<file path="config.mk">
export PLATFORM = sky130hd
export DESIGN_NAME = axilite_mmio_guard_flat
export DESIGN_NICKNAME = d
export VERILOG_FILES = /design/src/rtl/axilite_mmio_guard_if.sv /design/src/rtl/axilite_mmio_guard.sv /design/src/flat_wrapper.sv
export SDC_FILE = /design/constraint.sdc
export NUM_CORES = 1
export LEC_CHECK = 0
export BUFFER_PORTS_ARGS = -buffer_cell sky130_fd_sc_hd__buf_2
export CAP_MARGIN = 30
export CORE_AREA = 2 2 157 159
export DETAILED_ROUTE_END_ITERATION = 12
export DIE_AREA = 0 0 159 161
export PLACE_DENSITY = 0.67
export SLEW_MARGIN = 40
export SYNTH_ARGS = -nofsm -noshare
export SYNTH_HDL_FRONTEND = slang
export SYNTH_SLANG_ARGS = --single-unit
export TNS_END_PERCENT = 10
</file>
<file path="constraint.sdc">
create_clock -name uncoreclk -period 2.8 [get_ports uncoreclk]
set_input_delay 0.28 -clock uncoreclk [delete_from_list [all_inputs] [get_ports uncoreclk]]
set_output_delay 0.28 -clock uncoreclk [all_outputs]
set_load 0.1 [all_outputs]
</file>
<file path="src/rtl/axilite_mmio_guard_if.sv">
// AXI-Lite link bundle shared by the core-facing and PS-facing sides.
// master drives requests; slave drives readies and responses.
interface axilite_mmio_guard_if #(
  parameter int ADDR_WIDTH = 32,
  parameter int DATA_WIDTH = 32
) ();
  logic [ADDR_WIDTH-1:0]   awaddr;
  logic                    awvalid;
  logic                    awready;
  logic [DATA_WIDTH-1:0]   wdata;
  logic [DATA_WIDTH/8-1:0] wstrb;
  logic                    wvalid;
  logic                    wready;
  logic [1:0]              bresp;
  logic                    bvalid;
  logic                    bready;
  logic [ADDR_WIDTH-1:0]   araddr;
  logic                    arvalid;
  logic                    arready;
  logic [DATA_WIDTH-1:0]   rdata;
  logic [1:0]              rresp;
  logic                    rvalid;
  logic                    rready;

  modport master (
    output awaddr, awvalid,
    input  awready,
    output wdata, wstrb, wvalid,
    input  wready,
    input  bresp, bvalid,
    output bready,
    output araddr, arvalid,
    input  arready,
    input  rdata, rresp, rvalid,
    output rready
  );

  modport slave (
    input  awaddr, awvalid,
    output awready,
    input  wdata, wstrb, wvalid,
    output wready,
    output bresp, bvalid,
    input  bready,
    input  araddr, arvalid,
    output arready,
    output rdata, rresp, rvalid,
    input  rready
  );
endinterface

</file>
<file path="src/rtl/axilite_mmio_guard.sv">
// AXI-Lite MMIO timeout guard: one write and one read in flight,
// SLVERR to the core on PS stall, late PS responses drained.
module axilite_mmio_guard #(
  parameter int ADDR_WIDTH     = 32,
  parameter int DATA_WIDTH     = 32,
  parameter int TIMEOUT_CYCLES = 4096,
  parameter logic [DATA_WIDTH-1:0] ERR_RDATA = 32'hDEADBEEF
) (
  input  logic        uncoreclk,
  input  logic        uncore_rstn,
  axilite_mmio_guard_if.slave  s_axilite,
  axilite_mmio_guard_if.master m_axilite,
  output logic        timeout_pulse,
  output logic [7:0]  timeout_count
);

  localparam int SW = DATA_WIDTH / 8;
  localparam logic [15:0] TMAX = 16'(TIMEOUT_CYCLES - 1);

  typedef enum logic [2:0] {
    ST_IDLE, ST_REQ, ST_RESP, ST_ERR, ST_DRAIN
  } st_e;

  st_e w_st_q, w_st_d;
  st_e r_st_q, r_st_d;

  logic                  aw_cap_q, aw_cap_d;
  logic                  w_cap_q, w_cap_d;
  logic                  aw_done_q, aw_done_d;
  logic                  w_done_q, w_done_d;
  logic                  b_got_q, b_got_d;
  logic [ADDR_WIDTH-1:0] awaddr_q, awaddr_d;
  logic [DATA_WIDTH-1:0] wdata_q, wdata_d;
  logic [SW-1:0]         wstrb_q, wstrb_d;
  logic [1:0]            bresp_q, bresp_d;
  logic [15:0]           wtmr_q, wtmr_d;

  logic                  ar_done_q, ar_done_d;
  logic                  r_got_q, r_got_d;
  logic [ADDR_WIDTH-1:0] araddr_q, araddr_d;
  logic [DATA_WIDTH-1:0] rdata_q, rdata_d;
  logic [1:0]            rresp_q, rresp_d;
  logic [15:0]           rtmr_q, rtmr_d;

  logic [7:0]            cnt_q, cnt_d;

  logic s_awready_c, s_wready_c, s_bvalid_c;
  logic m_awvalid_c, m_wvalid_c, m_bready_c;
  logic s_arready_c, s_rvalid_c;
  logic m_arvalid_c, m_rready_c;
  logic w_to, r_to;

  logic s_aw_hs, s_w_hs, m_aw_hs, m_w_hs;
  logic aw_fin, w_fin, b_fin;
  logic s_ar_hs, m_ar_hs, ar_fin, r_fin;
  logic [8:0] cnt_sum;

  // Write FSM next state, captures and master-side progress
  always_comb begin
    w_st_d      = w_st_q;
    aw_cap_d    = aw_cap_q;
    w_cap_d     = w_cap_q;
    aw_done_d   = aw_done_q;
    w_done_d    = w_done_q;
    b_got_d     = b_got_q;
    awaddr_d    = awaddr_q;
    wdata_d     = wdata_q;
    wstrb_d     = wstrb_q;
    bresp_d     = bresp_q;
    wtmr_d      = wtmr_q;
    s_awready_c = 1'b0;
    s_wready_c  = 1'b0;
    s_bvalid_c  = 1'b0;
    m_awvalid_c = 1'b0;
    m_wvalid_c  = 1'b0;
    m_bready_c  = 1'b0;
    w_to        = 1'b0;
    if (w_st_q == ST_REQ || w_st_q == ST_ERR
        || w_st_q == ST_DRAIN) begin
      m_awvalid_c = !aw_done_q;
      m_wvalid_c  = !w_done_q;
      m_bready_c  = 1'b1;
    end
    if (w_st_q == ST_IDLE) begin
      s_awready_c = !aw_cap_q;
      s_wready_c  = !w_cap_q;
    end
    s_aw_hs = s_axilite.awvalid && s_awready_c;
    s_w_hs  = s_axilite.wvalid && s_wready_c;
    m_aw_hs = m_awvalid_c && m_axilite.awready;
    m_w_hs  = m_wvalid_c && m_axilite.wready;
    aw_fin  = aw_done_q || m_aw_hs;
    w_fin   = w_done_q || m_w_hs;
    b_fin   = b_got_q || m_axilite.bvalid;
    if (m_aw_hs) aw_done_d = 1'b1;
    if (m_w_hs)  w_done_d  = 1'b1;
    unique case (w_st_q)
      ST_IDLE: begin
        if (s_aw_hs) begin
          aw_cap_d = 1'b1;
          awaddr_d = s_axilite.awaddr;
        end
        if (s_w_hs) begin
          w_cap_d = 1'b1;
          wdata_d = s_axilite.wdata;
          wstrb_d = s_axilite.wstrb;
        end
        if ((aw_cap_q || s_aw_hs)
            && (w_cap_q || s_w_hs)) begin
          w_st_d    = ST_REQ;
          wtmr_d    = '0;
          aw_done_d = 1'b0;
          w_done_d  = 1'b0;
          b_got_d   = 1'b0;
        end
      end
      ST_REQ: begin
        wtmr_d = wtmr_q + 16'd1;
        if (m_axilite.bvalid) begin
          bresp_d = m_axilite.bresp;
          w_st_d  = ST_RESP;
        end else if (wtmr_q == TMAX) begin
          w_to    = 1'b1;
          bresp_d = 2'b10;
          w_st_d  = ST_ERR;
        end
      end
      ST_RESP: begin
        s_bvalid_c = 1'b1;
        if (s_axilite.bready) begin
          w_st_d   = ST_IDLE;
          aw_cap_d = 1'b0;
          w_cap_d  = 1'b0;
        end
      end
      ST_ERR: begin
        s_bvalid_c = 1'b1;
        if (m_axilite.bvalid) b_got_d = 1'b1;
        if (s_axilite.bready) begin
          aw_cap_d = 1'b0;
          w_cap_d  = 1'b0;
          if (aw_fin && w_fin && b_fin)
            w_st_d = ST_IDLE;
          else
            w_st_d = ST_DRAIN;
        end
      end
      ST_DRAIN: begin
        if (m_axilite.bvalid) b_got_d = 1'b1;
        if (aw_fin && w_fin && b_fin)
          w_st_d = ST_IDLE;
      end
      default: w_st_d = ST_IDLE;
    endcase
  end

  // Read FSM next state, capture and master-side progress
  always_comb begin
    r_st_d      = r_st_q;
    ar_done_d   = ar_done_q;
    r_got_d     = r_got_q;
    araddr_d    = araddr_q;
    rdata_d     = rdata_q;
    rresp_d     = rresp_q;
    rtmr_d      = rtmr_q;
    s_arready_c = 1'b0;
    s_rvalid_c  = 1'b0;
    m_arvalid_c = 1'b0;
    m_rready_c  = 1'b0;
    r_to        = 1'b0;
    if (r_st_q == ST_REQ || r_st_q == ST_ERR
        || r_st_q == ST_DRAIN) begin
      m_arvalid_c = !ar_done_q;
      m_rready_c  = 1'b1;
    end
    s_arready_c = (r_st_q == ST_IDLE);
    s_ar_hs = s_axilite.arvalid && s_arready_c;
    m_ar_hs = m_arvalid_c && m_axilite.arready;
    ar_fin  = ar_done_q || m_ar_hs;
    r_fin   = r_got_q || m_axilite.rvalid;
    if (m_ar_hs) ar_done_d = 1'b1;
    unique case (r_st_q)
      ST_IDLE: begin
        if (s_ar_hs) begin
          araddr_d  = s_axilite.araddr;
          r_st_d    = ST_REQ;
          rtmr_d    = '0;
          ar_done_d = 1'b0;
          r_got_d   = 1'b0;
        end
      end
      ST_REQ: begin
        rtmr_d = rtmr_q + 16'd1;
        if (m_axilite.rvalid) begin
          rdata_d = m_axilite.rdata;
          rresp_d = m_axilite.rresp;
          r_st_d  = ST_RESP;
        end else if (rtmr_q == TMAX) begin
          r_to    = 1'b1;
          rdata_d = ERR_RDATA;
          rresp_d = 2'b10;
          r_st_d  = ST_ERR;
        end
      end
      ST_RESP: begin
        s_rvalid_c = 1'b1;
        if (s_axilite.rready) r_st_d = ST_IDLE;
      end
      ST_ERR: begin
        s_rvalid_c = 1'b1;
        if (m_axilite.rvalid) r_got_d = 1'b1;
        if (s_axilite.rready) begin
          if (ar_fin && r_fin)
            r_st_d = ST_IDLE;
          else
            r_st_d = ST_DRAIN;
        end
      end
      ST_DRAIN: begin
        if (m_axilite.rvalid) r_got_d = 1'b1;
        if (ar_fin && r_fin) r_st_d = ST_IDLE;
      end
      default: r_st_d = ST_IDLE;
    endcase
  end

  // Saturating timeout counter; simultaneous timeouts count twice
  always_comb begin
    cnt_sum = {1'b0, cnt_q} + {8'd0, w_to}
            + {8'd0, r_to};
    cnt_d   = cnt_sum[8] ? 8'hFF : cnt_sum[7:0];
  end

  // State and payload registers
  always_ff @(posedge uncoreclk or negedge uncore_rstn) begin
    if (!uncore_rstn) begin
      w_st_q    <= ST_IDLE;
      r_st_q    <= ST_IDLE;
      aw_cap_q  <= 1'b0;
      w_cap_q   <= 1'b0;
      aw_done_q <= 1'b0;
      w_done_q  <= 1'b0;
      b_got_q   <= 1'b0;
      awaddr_q  <= '0;
      wdata_q   <= '0;
      wstrb_q   <= '0;
      bresp_q   <= 2'b00;
      wtmr_q    <= '0;
      ar_done_q <= 1'b0;
      r_got_q   <= 1'b0;
      araddr_q  <= '0;
      rdata_q   <= '0;
      rresp_q   <= 2'b00;
      rtmr_q    <= '0;
      cnt_q     <= 8'd0;
    end else begin
      w_st_q    <= w_st_d;
      r_st_q    <= r_st_d;
      aw_cap_q  <= aw_cap_d;
      w_cap_q   <= w_cap_d;
      aw_done_q <= aw_done_d;
      w_done_q  <= w_done_d;
      b_got_q   <= b_got_d;
      awaddr_q  <= awaddr_d;
      wdata_q   <= wdata_d;
      wstrb_q   <= wstrb_d;
      bresp_q   <= bresp_d;
      wtmr_q    <= wtmr_d;
      ar_done_q <= ar_done_d;
      r_got_q   <= r_got_d;
      araddr_q  <= araddr_d;
      rdata_q   <= rdata_d;
      rresp_q   <= rresp_d;
      rtmr_q    <= rtmr_d;
      cnt_q     <= cnt_d;
    end
  end

  assign s_axilite.awready = s_awready_c;
  assign s_axilite.wready  = s_wready_c;
  assign s_axilite.bvalid  = s_bvalid_c;
  assign s_axilite.bresp   = bresp_q;
  assign s_axilite.arready = s_arready_c;
  assign s_axilite.rvalid  = s_rvalid_c;
  assign s_axilite.rdata   = rdata_q;
  assign s_axilite.rresp   = rresp_q;

  assign m_axilite.awaddr  = awaddr_q;
  assign m_axilite.awvalid = m_awvalid_c;
  assign m_axilite.wdata   = wdata_q;
  assign m_axilite.wstrb   = wstrb_q;
  assign m_axilite.wvalid  = m_wvalid_c;
  assign m_axilite.bready  = m_bready_c;
  assign m_axilite.araddr  = araddr_q;
  assign m_axilite.arvalid = m_arvalid_c;
  assign m_axilite.rready  = m_rready_c;

  assign timeout_pulse = w_to || r_to;
  assign timeout_count = cnt_q;

endmodule

</file>
<file path="src/flat_wrapper.sv">
// flat-port wrapper written by rule: the top's interface ports become plain ports
module axilite_mmio_guard_flat 
#(
  parameter int ADDR_WIDTH     = 32,
  parameter int DATA_WIDTH     = 32,
  parameter int TIMEOUT_CYCLES = 4096,
  parameter logic [DATA_WIDTH-1:0] ERR_RDATA = 32'hDEADBEEF
)
  (uncoreclk, uncore_rstn, timeout_pulse, timeout_count, s_axilite_awaddr, s_axilite_awvalid, s_axilite_awready, s_axilite_wdata, s_axilite_wstrb, s_axilite_wvalid, s_axilite_wready, s_axilite_bresp, s_axilite_bvalid, s_axilite_bready, s_axilite_araddr, s_axilite_arvalid, s_axilite_arready, s_axilite_rdata, s_axilite_rresp, s_axilite_rvalid, s_axilite_rready, m_axilite_awaddr, m_axilite_awvalid, m_axilite_awready, m_axilite_wdata, m_axilite_wstrb, m_axilite_wvalid, m_axilite_wready, m_axilite_bresp, m_axilite_bvalid, m_axilite_bready, m_axilite_araddr, m_axilite_arvalid, m_axilite_arready, m_axilite_rdata, m_axilite_rresp, m_axilite_rvalid, m_axilite_rready);
  axilite_mmio_guard_if #(.ADDR_WIDTH(ADDR_WIDTH), .DATA_WIDTH(DATA_WIDTH)) s_axilite_i ();
  axilite_mmio_guard_if #(.ADDR_WIDTH(ADDR_WIDTH), .DATA_WIDTH(DATA_WIDTH)) m_axilite_i ();
  input  logic uncoreclk;
  input  logic uncore_rstn;
  output logic timeout_pulse;
  output logic [7:0] timeout_count;
  input wire logic [$bits(s_axilite_i.awaddr)-1:0] s_axilite_awaddr;
  input wire logic [$bits(s_axilite_i.awvalid)-1:0] s_axilite_awvalid;
  output wire logic [$bits(s_axilite_i.awready)-1:0] s_axilite_awready;
  input wire logic [$bits(s_axilite_i.wdata)-1:0] s_axilite_wdata;
  input wire logic [$bits(s_axilite_i.wstrb)-1:0] s_axilite_wstrb;
  input wire logic [$bits(s_axilite_i.wvalid)-1:0] s_axilite_wvalid;
  output wire logic [$bits(s_axilite_i.wready)-1:0] s_axilite_wready;
  output wire logic [$bits(s_axilite_i.bresp)-1:0] s_axilite_bresp;
  output wire logic [$bits(s_axilite_i.bvalid)-1:0] s_axilite_bvalid;
  input wire logic [$bits(s_axilite_i.bready)-1:0] s_axilite_bready;
  input wire logic [$bits(s_axilite_i.araddr)-1:0] s_axilite_araddr;
  input wire logic [$bits(s_axilite_i.arvalid)-1:0] s_axilite_arvalid;
  output wire logic [$bits(s_axilite_i.arready)-1:0] s_axilite_arready;
  output wire logic [$bits(s_axilite_i.rdata)-1:0] s_axilite_rdata;
  output wire logic [$bits(s_axilite_i.rresp)-1:0] s_axilite_rresp;
  output wire logic [$bits(s_axilite_i.rvalid)-1:0] s_axilite_rvalid;
  input wire logic [$bits(s_axilite_i.rready)-1:0] s_axilite_rready;
  output wire logic [$bits(m_axilite_i.awaddr)-1:0] m_axilite_awaddr;
  output wire logic [$bits(m_axilite_i.awvalid)-1:0] m_axilite_awvalid;
  input wire logic [$bits(m_axilite_i.awready)-1:0] m_axilite_awready;
  output wire logic [$bits(m_axilite_i.wdata)-1:0] m_axilite_wdata;
  output wire logic [$bits(m_axilite_i.wstrb)-1:0] m_axilite_wstrb;
  output wire logic [$bits(m_axilite_i.wvalid)-1:0] m_axilite_wvalid;
  input wire logic [$bits(m_axilite_i.wready)-1:0] m_axilite_wready;
  input wire logic [$bits(m_axilite_i.bresp)-1:0] m_axilite_bresp;
  input wire logic [$bits(m_axilite_i.bvalid)-1:0] m_axilite_bvalid;
  output wire logic [$bits(m_axilite_i.bready)-1:0] m_axilite_bready;
  output wire logic [$bits(m_axilite_i.araddr)-1:0] m_axilite_araddr;
  output wire logic [$bits(m_axilite_i.arvalid)-1:0] m_axilite_arvalid;
  input wire logic [$bits(m_axilite_i.arready)-1:0] m_axilite_arready;
  input wire logic [$bits(m_axilite_i.rdata)-1:0] m_axilite_rdata;
  input wire logic [$bits(m_axilite_i.rresp)-1:0] m_axilite_rresp;
  input wire logic [$bits(m_axilite_i.rvalid)-1:0] m_axilite_rvalid;
  output wire logic [$bits(m_axilite_i.rready)-1:0] m_axilite_rready;
  assign s_axilite_i.awaddr = s_axilite_awaddr;
  assign s_axilite_i.awvalid = s_axilite_awvalid;
  assign s_axilite_awready = s_axilite_i.awready;
  assign s_axilite_i.wdata = s_axilite_wdata;
  assign s_axilite_i.wstrb = s_axilite_wstrb;
  assign s_axilite_i.wvalid = s_axilite_wvalid;
  assign s_axilite_wready = s_axilite_i.wready;
  assign s_axilite_bresp = s_axilite_i.bresp;
  assign s_axilite_bvalid = s_axilite_i.bvalid;
  assign s_axilite_i.bready = s_axilite_bready;
  assign s_axilite_i.araddr = s_axilite_araddr;
  assign s_axilite_i.arvalid = s_axilite_arvalid;
  assign s_axilite_arready = s_axilite_i.arready;
  assign s_axilite_rdata = s_axilite_i.rdata;
  assign s_axilite_rresp = s_axilite_i.rresp;
  assign s_axilite_rvalid = s_axilite_i.rvalid;
  assign s_axilite_i.rready = s_axilite_rready;
  assign m_axilite_awaddr = m_axilite_i.awaddr;
  assign m_axilite_awvalid = m_axilite_i.awvalid;
  assign m_axilite_i.awready = m_axilite_awready;
  assign m_axilite_wdata = m_axilite_i.wdata;
  assign m_axilite_wstrb = m_axilite_i.wstrb;
  assign m_axilite_wvalid = m_axilite_i.wvalid;
  assign m_axilite_i.wready = m_axilite_wready;
  assign m_axilite_i.bresp = m_axilite_bresp;
  assign m_axilite_i.bvalid = m_axilite_bvalid;
  assign m_axilite_bready = m_axilite_i.bready;
  assign m_axilite_araddr = m_axilite_i.araddr;
  assign m_axilite_arvalid = m_axilite_i.arvalid;
  assign m_axilite_i.arready = m_axilite_arready;
  assign m_axilite_i.rdata = m_axilite_rdata;
  assign m_axilite_i.rresp = m_axilite_rresp;
  assign m_axilite_i.rvalid = m_axilite_rvalid;
  assign m_axilite_rready = m_axilite_i.rready;
  axilite_mmio_guard #(.ADDR_WIDTH(ADDR_WIDTH), .DATA_WIDTH(DATA_WIDTH), .TIMEOUT_CYCLES(TIMEOUT_CYCLES), .ERR_RDATA(ERR_RDATA)) u_core (.uncoreclk(uncoreclk), .uncore_rstn(uncore_rstn), .s_axilite(s_axilite_i), .m_axilite(m_axilite_i), .timeout_pulse(timeout_pulse), .timeout_count(timeout_count));
endmodule
</file>
==> flow_metrics.env, run 1 <==
export IMPL_slowest_delay_ns=0.55
export IMPL_cpMaxStageDelayCell="or4_1"
export IMPL_worstPathCellList="or4_1 -> or4_4 -> fa_1 -> inv_1 -> ha_1 -> and3_1 -> nand3_2 -> nand2_1"
export IMPL_grt_pass1_vias=6553
export IMPL_maxCapViolCount=0
export IMPL_gr_total_overflow=0
export IMPL_dpl_cell_area_sq_um=10170
export IMPL_postSynth_asyncResetShare_pct=100.0
export IMPL_placementRows=57
export IMPL_die_h_um=161
export IMPL_critPathBufInv=1
export IMPL_clock_root_buffer="clkbuf_16"
export IMPL_crit_start="u_core.rtmr_q[12]$_DFFE_PN0P_"
export IMPL_synth_edff_count=0
export IMPL_yosysSeqAreaShare_pct=57.39
export IMPL_drtIter0Drc=408
export IMPL_final_fill_count=2282
export IMPL_netlist_cell_type_count=64
export IMPL_vias=6679
export IMPL_outcome="finished, final reports clean"
export IMPL_period_share_pct=93.59
export IMPL_synth_nets=905
export IMPL_cp_max_fo=6
export IMPL_worst_ep_arrival_time_ns=2.98
export IMPL_max_freq_mhz=381.6
export IMPL_rr_worst_depth=8
export IMPL_antenna_found_initial=1
export IMPL_synth_seq_cells=189
export IMPL_via_per_inst=4.784
export IMPL_grt_max_degree=67
export IMPL_path_depth=8
export IMPL_slew_viol_final=0
export IMPL_endpoint="u_core.timeout_count[3]$_DFF_PN0_"
export IMPL_start_util_pct=34.39
export IMPL_final_net_count=1210
export IMPL_cts_tree="built"
export IMPL_dr_pass1_iters=4
export IMPL_setup_viol=0
export IMPL_syn_inst=753
export IMPL_required_ns=3.16
export IMPL_fp_dieW_um=159
export IMPL_wirelength_um=20060
export IMPL_finalNonFillerCells=1396
export IMPL_wl_per_cell_um=14.37
export IMPL_fin_worst_skew_ns=0.01824
export IMPL_start_kind="flop"
export IMPL_cp_top_family="simple AND/OR/NAND/NOR gates"
export IMPL_grt_use_total_pct=15.65
export IMPL_cts_buffers=17
export IMPL_synth_area_leaders="dfrtp_1 57%, nand2_1 6.5%, mux2_2 4.9%"
export IMPL_htreeDepth=4
export IMPL_area_growth_pct=30.71
export IMPL_core_sq_um=23960
export IMPL_synth_largest_area_cell="dfrtp_1"
export IMPL_period_needed_ns=2.621
export IMPL_ys_flop_type="dfrtp_1"
export IMPL_num_io_pins=303
export IMPL_cp_end_kind="flop"
export IMPL_clk_pin_slew_ns=0.08
export IMPL_synth_warnings=0
export IMPL_dp_cells=1362
export IMPL_rsz0062_at_grt="false"
export IMPL_drc=0
export IMPL_place_port_buffers=302
export IMPL_place_congestion=0.8067
export IMPL_hpwlAfterDp_um=14220
export IMPL_tightestPinTransition_ns=0.7329
export IMPL_grt_pass1_wl_um=32910
export IMPL_detail_route_antenna_nets=0
export IMPL_reg2reg_slack_ns=0.18
export IMPL_design_area_sq_um=10770
export IMPL_drive_gt1_share_pct=39.40
export IMPL_clkLatencyLatePin_ns=0.43
export IMPL_postSynthAreaPerCell_sq_um=10.95
export IMPL_clock_path_buffers=2
export IMPL_maxSlewHeadroom_pct=50.97
export IMPL_final_hold_violation_count=0
export IMPL_min_path_type="in -> reg"
export IMPL_yosysTopAreaCellShare_pct=57.39
export IMPL_reg2reg_from="u_core.rtmr_q[12]$_DFFE_PN0P_"
export IMPL_critPathKind="reg -> reg"
export IMPL_dieArea_sq_um=25600
export IMPL_postCtsSetupRepairBufs=0
export IMPL_clock_sinks=189
export IMPL_r2r_end="u_core.timeout_count[3]$_DFF_PN0_"
export IMPL_synth_area_sq_um=8242
[kinds of logic after synthesis]
kind of cell / share of synthesized area (%)
adders and majority gates: 0.6984
and+or+nand+nor: 15.50
AOI/OAI and AO/OA: 11.28
xor gates and xnor gates: 0.6376
buffers and inverters: 3.492
DFF: 57.39
muxes: 11.01
[synthesized netlist by cell type (2+ instances only)]
master      n
dfrtp_1   189
nand2_1   143
nor2_1     45
a21oi_1    40
mux2_2     36
o21ai_0    36
mux2_1     33
o22ai_1    30
clkbuf_1   24
nand3_1    14
inv_1      13
mux2i_1    13
a22o_1     11
buf_2      11
and3_1      9
nand4_1     9
a31o_2      6
a31oi_1     6
and2_1      5
and4_1      5
buf_6       5
nor2b_1     5
xor2_1      5
a31o_1      4
a41oi_1     4
buf_4       3
ha_1        3
nor3_1      3
nor2_4      2
o21a_1      2
o31ai_1     2
or2_2       2
or3_1       2
or4_1       2
or4_4       2
[worst min-delay path: stages]
cell	delay (ns)
buf_2	0.07
nand2_1	0.04
nand2_1	0.04
[layer usage]
metal,vias up,part of all wire [%],GRT usage [%]
met5,-,0,0
met4,0,0.89,4.421
met3,10,6.4,4.135
met2,232,49,25.85
met1,3175,44,20.43
li1,3262,-,-
[area by class of cell]
type                            instances  area (sq um)  area share (%)
Antenna cell                            1         2.502         0.02323
Clock inverter                         14         145.1           1.347
Timing Repair Buffer                  330          1760           16.34
Sequential cell                       189          4730           43.90
Multi-Input combinational cell        507          3242           30.09
Inverter                               13         48.80          0.4530
Tap cell                              324         405.4           3.763
Clock buffer                           18         439.2           4.077
[sequential cells by signal, indices dropped and copies added, names as in the netlist, 2 cells and up]
name and count:
u_core.m_axilite.awaddr 32, u_core.s_axilite.rdata 32, u_core.r_st_q 3, u_core.wtmr_q 16, u_core.m_axilite.wdata 32, u_core.s_axilite.bresp 2, u_core.timeout_count 8, u_core.w_st_q 3
u_core.m_axilite.wstrb 4, u_core.s_axilite.rresp 2, u_core.rtmr_q 16, u_core.m_axilite.araddr 32
[metrics by stage]
stage               setup slack [ns]  TNS [ns]  hold WS, ns  util (%)
finish                        0.1794         0      0.03002     44.96
global route                 0.03319         0      0.02381     44.96
CTS                          0.09585         0     0.009476     44.92
detailed placement            0.1027         0       0.3098     42.44
global placement              0.1523         0       0.3049     42.44
floorplan                    -0.2639   -0.2639     -0.01559         -
[repair_timing]
action	CTS	global route
setup endpoints to repair	0	6
hold buffers	1	0
resized for setup	0	2
hold endpoints to repair	62	0
[cells in the final DEF, fill, tap and decap left out, types with 17 or more instances in the layout]
master,Yosys,layout
nor2_1,45,45
buf_4,3,26
mux2_1,33,33
buf_2,11,300
o22ai_1,30,30
nand2_1,143,143
o21ai_0,36,36
clkbuf_16,0,17
a21oi_1,40,40
dfrtp_1,189,189
mux2_2,36,36
[how the worst min path moves through the flow]
stage	cells after the start	startpoint	slack [ns]	endpoint
floorplan	0	uncore_rstn	-0.02	u_core.ar_done_q$_DFF_PN0_
global placement	1	uncore_rstn	0.30	u_core.s_axilite.rdata[22]$_DFFE_PN0P_
detailed placement	1	uncore_rstn	0.31	u_core.s_axilite.rdata[22]$_DFFE_PN0P_
CTS	3	s_axilite_araddr[4]	0.009	u_core.m_axilite.araddr[4]$_DFFE_PN0P_
global route	3	s_axilite_araddr[9]	0.02	u_core.m_axilite.araddr[9]$_DFFE_PN0P_
finish	3	s_axilite_araddr[7]	0.03	u_core.m_axilite.araddr[7]$_DFFE_PN0P_
Power of run 1 is left out: the tool's default activity adds up to more than one toggle a clock period on the data nets, which glitch-free logic cannot reach.
==> run 2: changes to the inputs <==
- CELL_PAD_IN_SITES_DETAIL_PLACEMENT: not set -> 1
- CELL_PAD_IN_SITES_GLOBAL_PLACEMENT: not set -> 1
- CORE_AREA: 2 2 157 159 -> 2 2 159 161
- DIE_AREA: 0 0 159 161 -> 0 0 161 163
- PLACE_DENSITY: 0.67 -> 0.81
==> run 2 against run 1 <==
  * Sequential share of layout area is essentially flat
  * Clock-buffer cell count did not move
  * Register-to-register slack worse by 0.02 ns
  * Worst setup slack got worse by 0.024 ns
  * Clock skew decreased by 0.0048 ns
  * Non-clock buffer count fell by 3
  * Design area about the same
  * Utilization down 1.3 points
  * Critical path depth stayed put
  * Maximum frequency down 0.89%
  * First-iteration DRC count is 23% lower
  * Wire length rose by 17%
==> flow_metrics.env, run 2 (same netlist as run 1, synthesis figures left out) <==
export IMPL_wirelength_met1_um=9609
export IMPL_min_path_type="in -> reg"
export IMPL_gr_total_overflow=0
export IMPL_crit_start="u_core.rtmr_q[12]$_DFFE_PN0P_"
export IMPL_htreeDepth=4
export IMPL_tightestPinTransition_ns=0.7653
export IMPL_period_needed_ns=2.644
export IMPL_reg2reg_slack_ns=0.16
export IMPL_cp_end_kind="flop"
export IMPL_placementRows=58
export IMPL_period_share_pct=94.43
export IMPL_area_growth_pct=30.62
export IMPL_via_per_inst=4.969
export IMPL_cts_buffers=17
export IMPL_r2r_end="u_core.timeout_count[1]$_DFF_PN0_"
export IMPL_place_congestion=0.7312
export IMPL_final_common_cell="buf_2"
export IMPL_antenna_found_initial=0
export IMPL_clk_pin_slew_ns=0.07
export IMPL_maxCapViolCount=0
export IMPL_clock_sinks=189
export IMPL_clock_path_buffers=2
export IMPL_start_kind="flop"
export IMPL_final_net_count=1207
export IMPL_outcome="finished, final reports clean"
export IMPL_grt_pass1_wl_um=37690
export IMPL_drc=0
export IMPL_cp_max_fo=6
export IMPL_dpl_cell_area_sq_um=10170
export IMPL_critPathKind="reg -> reg"
export IMPL_drive_gt1_share_pct=39.33
export IMPL_fp_dieW_um=161
export IMPL_max_freq_mhz=378.2
export IMPL_design_area_sq_um=10770
export IMPL_start_util_pct=33.40
export IMPL_num_io_pins=303
export IMPL_postCtsSetupRepairBufs=0
export IMPL_fin_worst_skew_ns=0.01340
export IMPL_place_port_buffers=302
export IMPL_vias=6946
export IMPL_hpwlAfterDp_um=17390
export IMPL_cts_tree="built"
export IMPL_grt_use_total_pct=17.80
export IMPL_maxSlewHeadroom_pct=48.80
export IMPL_final_util_pct=43.63
export IMPL_dr_wl_met2_um=12090
export IMPL_met3_length_um=1485
export IMPL_drtIter0Drc=314
export IMPL_endpoint="u_core.timeout_count[1]$_DFF_PN0_"
export IMPL_clock_root_buffer="clkbuf_16"
export IMPL_dieArea_sq_um=26240
export IMPL_core_sq_um=24670
export IMPL_clkLatencyLatePin_ns=0.42
export IMPL_die_h_um=163
export IMPL_mostFrequentLayoutCells="300 x buf_2, 189 x dfrtp_1, 143 x nand2_1"
export IMPL_required_ns=3.15
export IMPL_final_fill_count=2858
export IMPL_setup_viol=0
export IMPL_worst_ep_arrival_time_ns=3.00
export IMPL_rsz0062_at_grt="false"
export IMPL_reg2reg_from="u_core.rtmr_q[12]$_DFFE_PN0P_"
export IMPL_finalNonFillerCells=1398
export IMPL_detail_route_antenna_nets=0
export IMPL_dp_cells=1365
export IMPL_final_hold_violation_count=0
export IMPL_grt_pass1_vias=7242
export IMPL_rr_worst_depth=8
export IMPL_slew_viol_final=0
export IMPL_wl_per_cell_um=16.78
export IMPL_wirelength_um=23450
export IMPL_top_layer="met4"
export IMPL_grt_max_degree=74
export IMPL_dr_pass1_iters=4
export IMPL_diodes=0
## run 2: worst min path at each step
| stage | end | cells after the start | start |
|---|---|---|---|
| 5_1_grt | u_core.m_axilite.araddr[5]$_DFFE_PN0P_ | 3 | s_axilite_araddr[5] |
| 2_1_floorplan | u_core.ar_done_q$_DFF_PN0_ | 0 | uncore_rstn |
| 6_report | u_core.m_axilite.araddr[15]$_DFFE_PN0P_ | 3 | s_axilite_araddr[15] |
| 4_1_cts | u_core.m_axilite.araddr[4]$_DFFE_PN0P_ | 3 | s_axilite_araddr[4] |
| 3_5_place_dp | u_core.m_axilite.awaddr[25]$_DFFE_PN0P_ | 1 | uncore_rstn |
| 3_3_place_gp | u_core.m_axilite.awaddr[12]$_DFFE_PN0P_ | 1 | uncore_rstn |
## run 2: routing by layer
| metal | up-vias | track usage, % |
|---|---|---|
| li1 | 3246 | - |
| met3 | 17 | 4.558 |
| met1 | 3474 | 21.24 |
| met2 | 209 | 31.78 |
| met4 | 0 | 5.114 |
| met5 | - | 0 |
## run 2: layout make-up
| class | instances | area (sq um) | share of cell area (%) |
|---|---|---|---|
| sequential | 189 | 4730 | 43.93 |
| multi-input combinational | 507 | 3243 | 30.13 |
| timing repair buffer | 327 | 1750 | 16.26 |
| clock buffer | 18 | 429.2 | 3.987 |
| tap | 330 | 412.9 | 3.835 |
| clock inverter | 14 | 151.4 | 1.406 |
| inverter | 13 | 48.80 | 0.4533 |
## run 2: through the flow
step	TNS, ns	setup slack (ns)	hold WS [ns]
CTS	0	0.03748	0.01547
global route	0	0.03384	0.02962
global placement	0	0.1528	0.3500
finish	0	0.1559	0.04066
detailed placement	0	0.07284	0.3513
floorplan	-0.2639	-0.2639	-0.01559
## run 2: timing repair
action | CTS | global route
hold buffers | 1 | 0
setup endpoints to repair | 0 | 7
hold endpoints to repair | 70 | 0
gates resized for setup | 0 | 3
## run 2: worst max-delay path: stages (launching register included)
cell	delay (ns)
dfrtp_1	0.42
or4_1	0.55
or4_4	0.47
fa_1	0.43
inv_1	0.07
ha_1	0.15
and3_1	0.21
nand3_2	0.16
nand2b_1	0.13
Power of run 2 is left out for the same reason.
==> run 3: changes to the inputs <==
- CTS_BUF_LIST: not set -> sky130_fd_sc_hd__clkbuf_4 sky130_fd_sc_hd__clkbuf_8 sky130_fd_sc_hd__clkbuf_16
==> run 3 against run 2 <==
  * Flip-flop and latch count unchanged
  * Wire length unchanged
  * Sequential share of layout area about the same
  * Global-route usage unchanged
  * Design area about the same
  * Critical endpoint unchanged
  * Largest cell class unchanged
  * Highest routed layer unchanged
==> flow_metrics.env, run 3 (same netlist as run 1, synthesis figures left out) <==
export IMPL_outcome="finished, final reports clean"
export IMPL_htreeDepth=4
export IMPL_min_path_type="in -> reg"
export IMPL_tightestPinTransition_ns=0.7653
export IMPL_maxSlewHeadroom_pct=48.80
export IMPL_critPathKind="reg -> reg"
export IMPL_slew_viol_final=0
export IMPL_place_port_buffers=302
export IMPL_wl_per_cell_um=16.78
export IMPL_gr_total_overflow=0
export IMPL_die_h_um=163
export IMPL_mostFrequentLayoutCells="300 x buf_2, 189 x dfrtp_1, 143 x nand2_1"
export IMPL_place_congestion=0.7312
export IMPL_rr_worst_depth=8
export IMPL_period_needed_ns=2.644
export IMPL_final_net_count=1207
export IMPL_hpwlAfterDp_um=17390
export IMPL_clock_path_buffers=2
export IMPL_dr_pass1_iters=4
export IMPL_clock_root_buffer="clkbuf_16"
export IMPL_final_common_cell="buf_2"
export IMPL_wirelength_um=23450
export IMPL_core_sq_um=24670
export IMPL_reg2reg_from="u_core.rtmr_q[12]$_DFFE_PN0P_"
export IMPL_cp_max_fo=6
export IMPL_drc=0
export IMPL_dieArea_sq_um=26240
export IMPL_grt_use_total_pct=17.80
export IMPL_worst_ep_arrival_time_ns=3.00
export IMPL_setup_viol=0
export IMPL_maxCapViolCount=0
export IMPL_clk_pin_slew_ns=0.07
export IMPL_antenna_found_initial=0
export IMPL_diodes=0
export IMPL_vias=6946
export IMPL_drive_gt1_share_pct=39.42
export IMPL_fp_dieW_um=161
export IMPL_fin_worst_skew_ns=0.01340
export IMPL_reg2reg_slack_ns=0.16
export IMPL_grt_max_degree=74
export IMPL_clock_sinks=189
export IMPL_final_hold_violation_count=0
export IMPL_min_to="u_core.m_axilite.araddr[15]$_DFFE_PN0P_"
export IMPL_via_per_inst=4.969
export IMPL_grt_pass1_wl_um=37690
export IMPL_period_share_pct=94.43
export IMPL_start_util_pct=33.40
export IMPL_drtIter0Drc=314
export IMPL_start_kind="flop"
export IMPL_min_from="s_axilite_araddr[15]"
export IMPL_r2r_end="u_core.timeout_count[1]$_DFF_PN0_"
export IMPL_detail_route_antenna_nets=0
export IMPL_cp_end_kind="flop"
export IMPL_grt_pass1_vias=7242
export IMPL_hold_slack_ns=0.04071
export IMPL_cts_tree="built"
export IMPL_rsz0062_at_grt="false"
export IMPL_area_growth_pct=30.67
export IMPL_whs_path_depth=3
export IMPL_num_io_pins=303
export IMPL_cts_buffers=17
export IMPL_clkLatencyLatePin_ns=0.42
export IMPL_required_ns=3.15
export IMPL_max_freq_mhz=378.2
export IMPL_placementRows=58
-- run 3: cell types whose count changed in the layout (fill, tap and decap cells not counted) --
cell,previous run,this run
clkbuf_1,1,0
clkbuf_4,0,1
-- run 3: area by class of cell --
class	count	area, sq um
Inverter	13	48.80
Clock buffer	18	432.9
Tap cell	330	412.9
Timing Repair Buffer	327	1750
Fill cell	2856	13900
Clock inverter	14	151.4
Multi-Input combinational cell	507	3243
Sequential cell	189	4730
-- run 3: repair_timing --
action	4_1_cts	5_1_grt
resized for setup	0	3
hold buffers	1	0
setup endpoints to repair	0	7
buffers inserted	0	0
endpoints found under the hold margin	70	0
-- run 3: worst max-delay path by stage --
stage | from | to | slack [ns]
6_report | u_core.rtmr_q[12]$_DFFE_PN0P_ | u_core.timeout_count[1]$_DFF_PN0_ | 0.16
5_1_grt | u_core.rtmr_q[2]$_DFFE_PN0P_ | u_core.timeout_count[1]$_DFF_PN0_ | 0.03
4_1_cts | u_core.rtmr_q[2]$_DFFE_PN0P_ | u_core.timeout_count[1]$_DFF_PN0_ | 0.04
3_5_place_dp | u_core.rtmr_q[2]$_DFFE_PN0P_ | u_core.timeout_count[1]$_DFF_PN0_ | 0.07
3_3_place_gp | u_core.rtmr_q[12]$_DFFE_PN0P_ | u_core.timeout_count[1]$_DFF_PN0_ | 0.15
2_1_floorplan | u_core.r_st_q[1]$_DFFE_PN0P_ | m_axilite_arvalid | -0.26
-- run 3: critical path, cell delays in order (launching register included) --
cell      delay [ns]
dfrtp_1         0.42
or4_1           0.55
or4_4           0.47
fa_1            0.43
inv_1           0.07
ha_1            0.15
and3_1          0.21
nand3_2         0.16
nand2b_1        0.13
-- run 3: routing by layer --
layer  vias up  routed length [um]  global-route usage, %
met3        17                1485                  4.558
met1      3474                9608                  21.24
met2       209               12090                  31.78
met4         0                 272                  5.114
met5         -                   0                      0
li1       3246                   -                      -
-- run 3: per-stage QoR --
stage	cells	cell area, sq um	setup slack (ns)	util, %	TNS (ns)
floorplan	753	8247	-0.2639	-	-0.2639
global placement	1365	10170	0.1528	41.21	0
detailed placement	1365	10170	0.07284	41.21	0
CTS	1398	10760	0.03748	43.62	0
global route	1398	10770	0.03384	43.65	0
finish	1398	10770	0.1559	43.65	0
Power of run 3 is left out for the same reason.
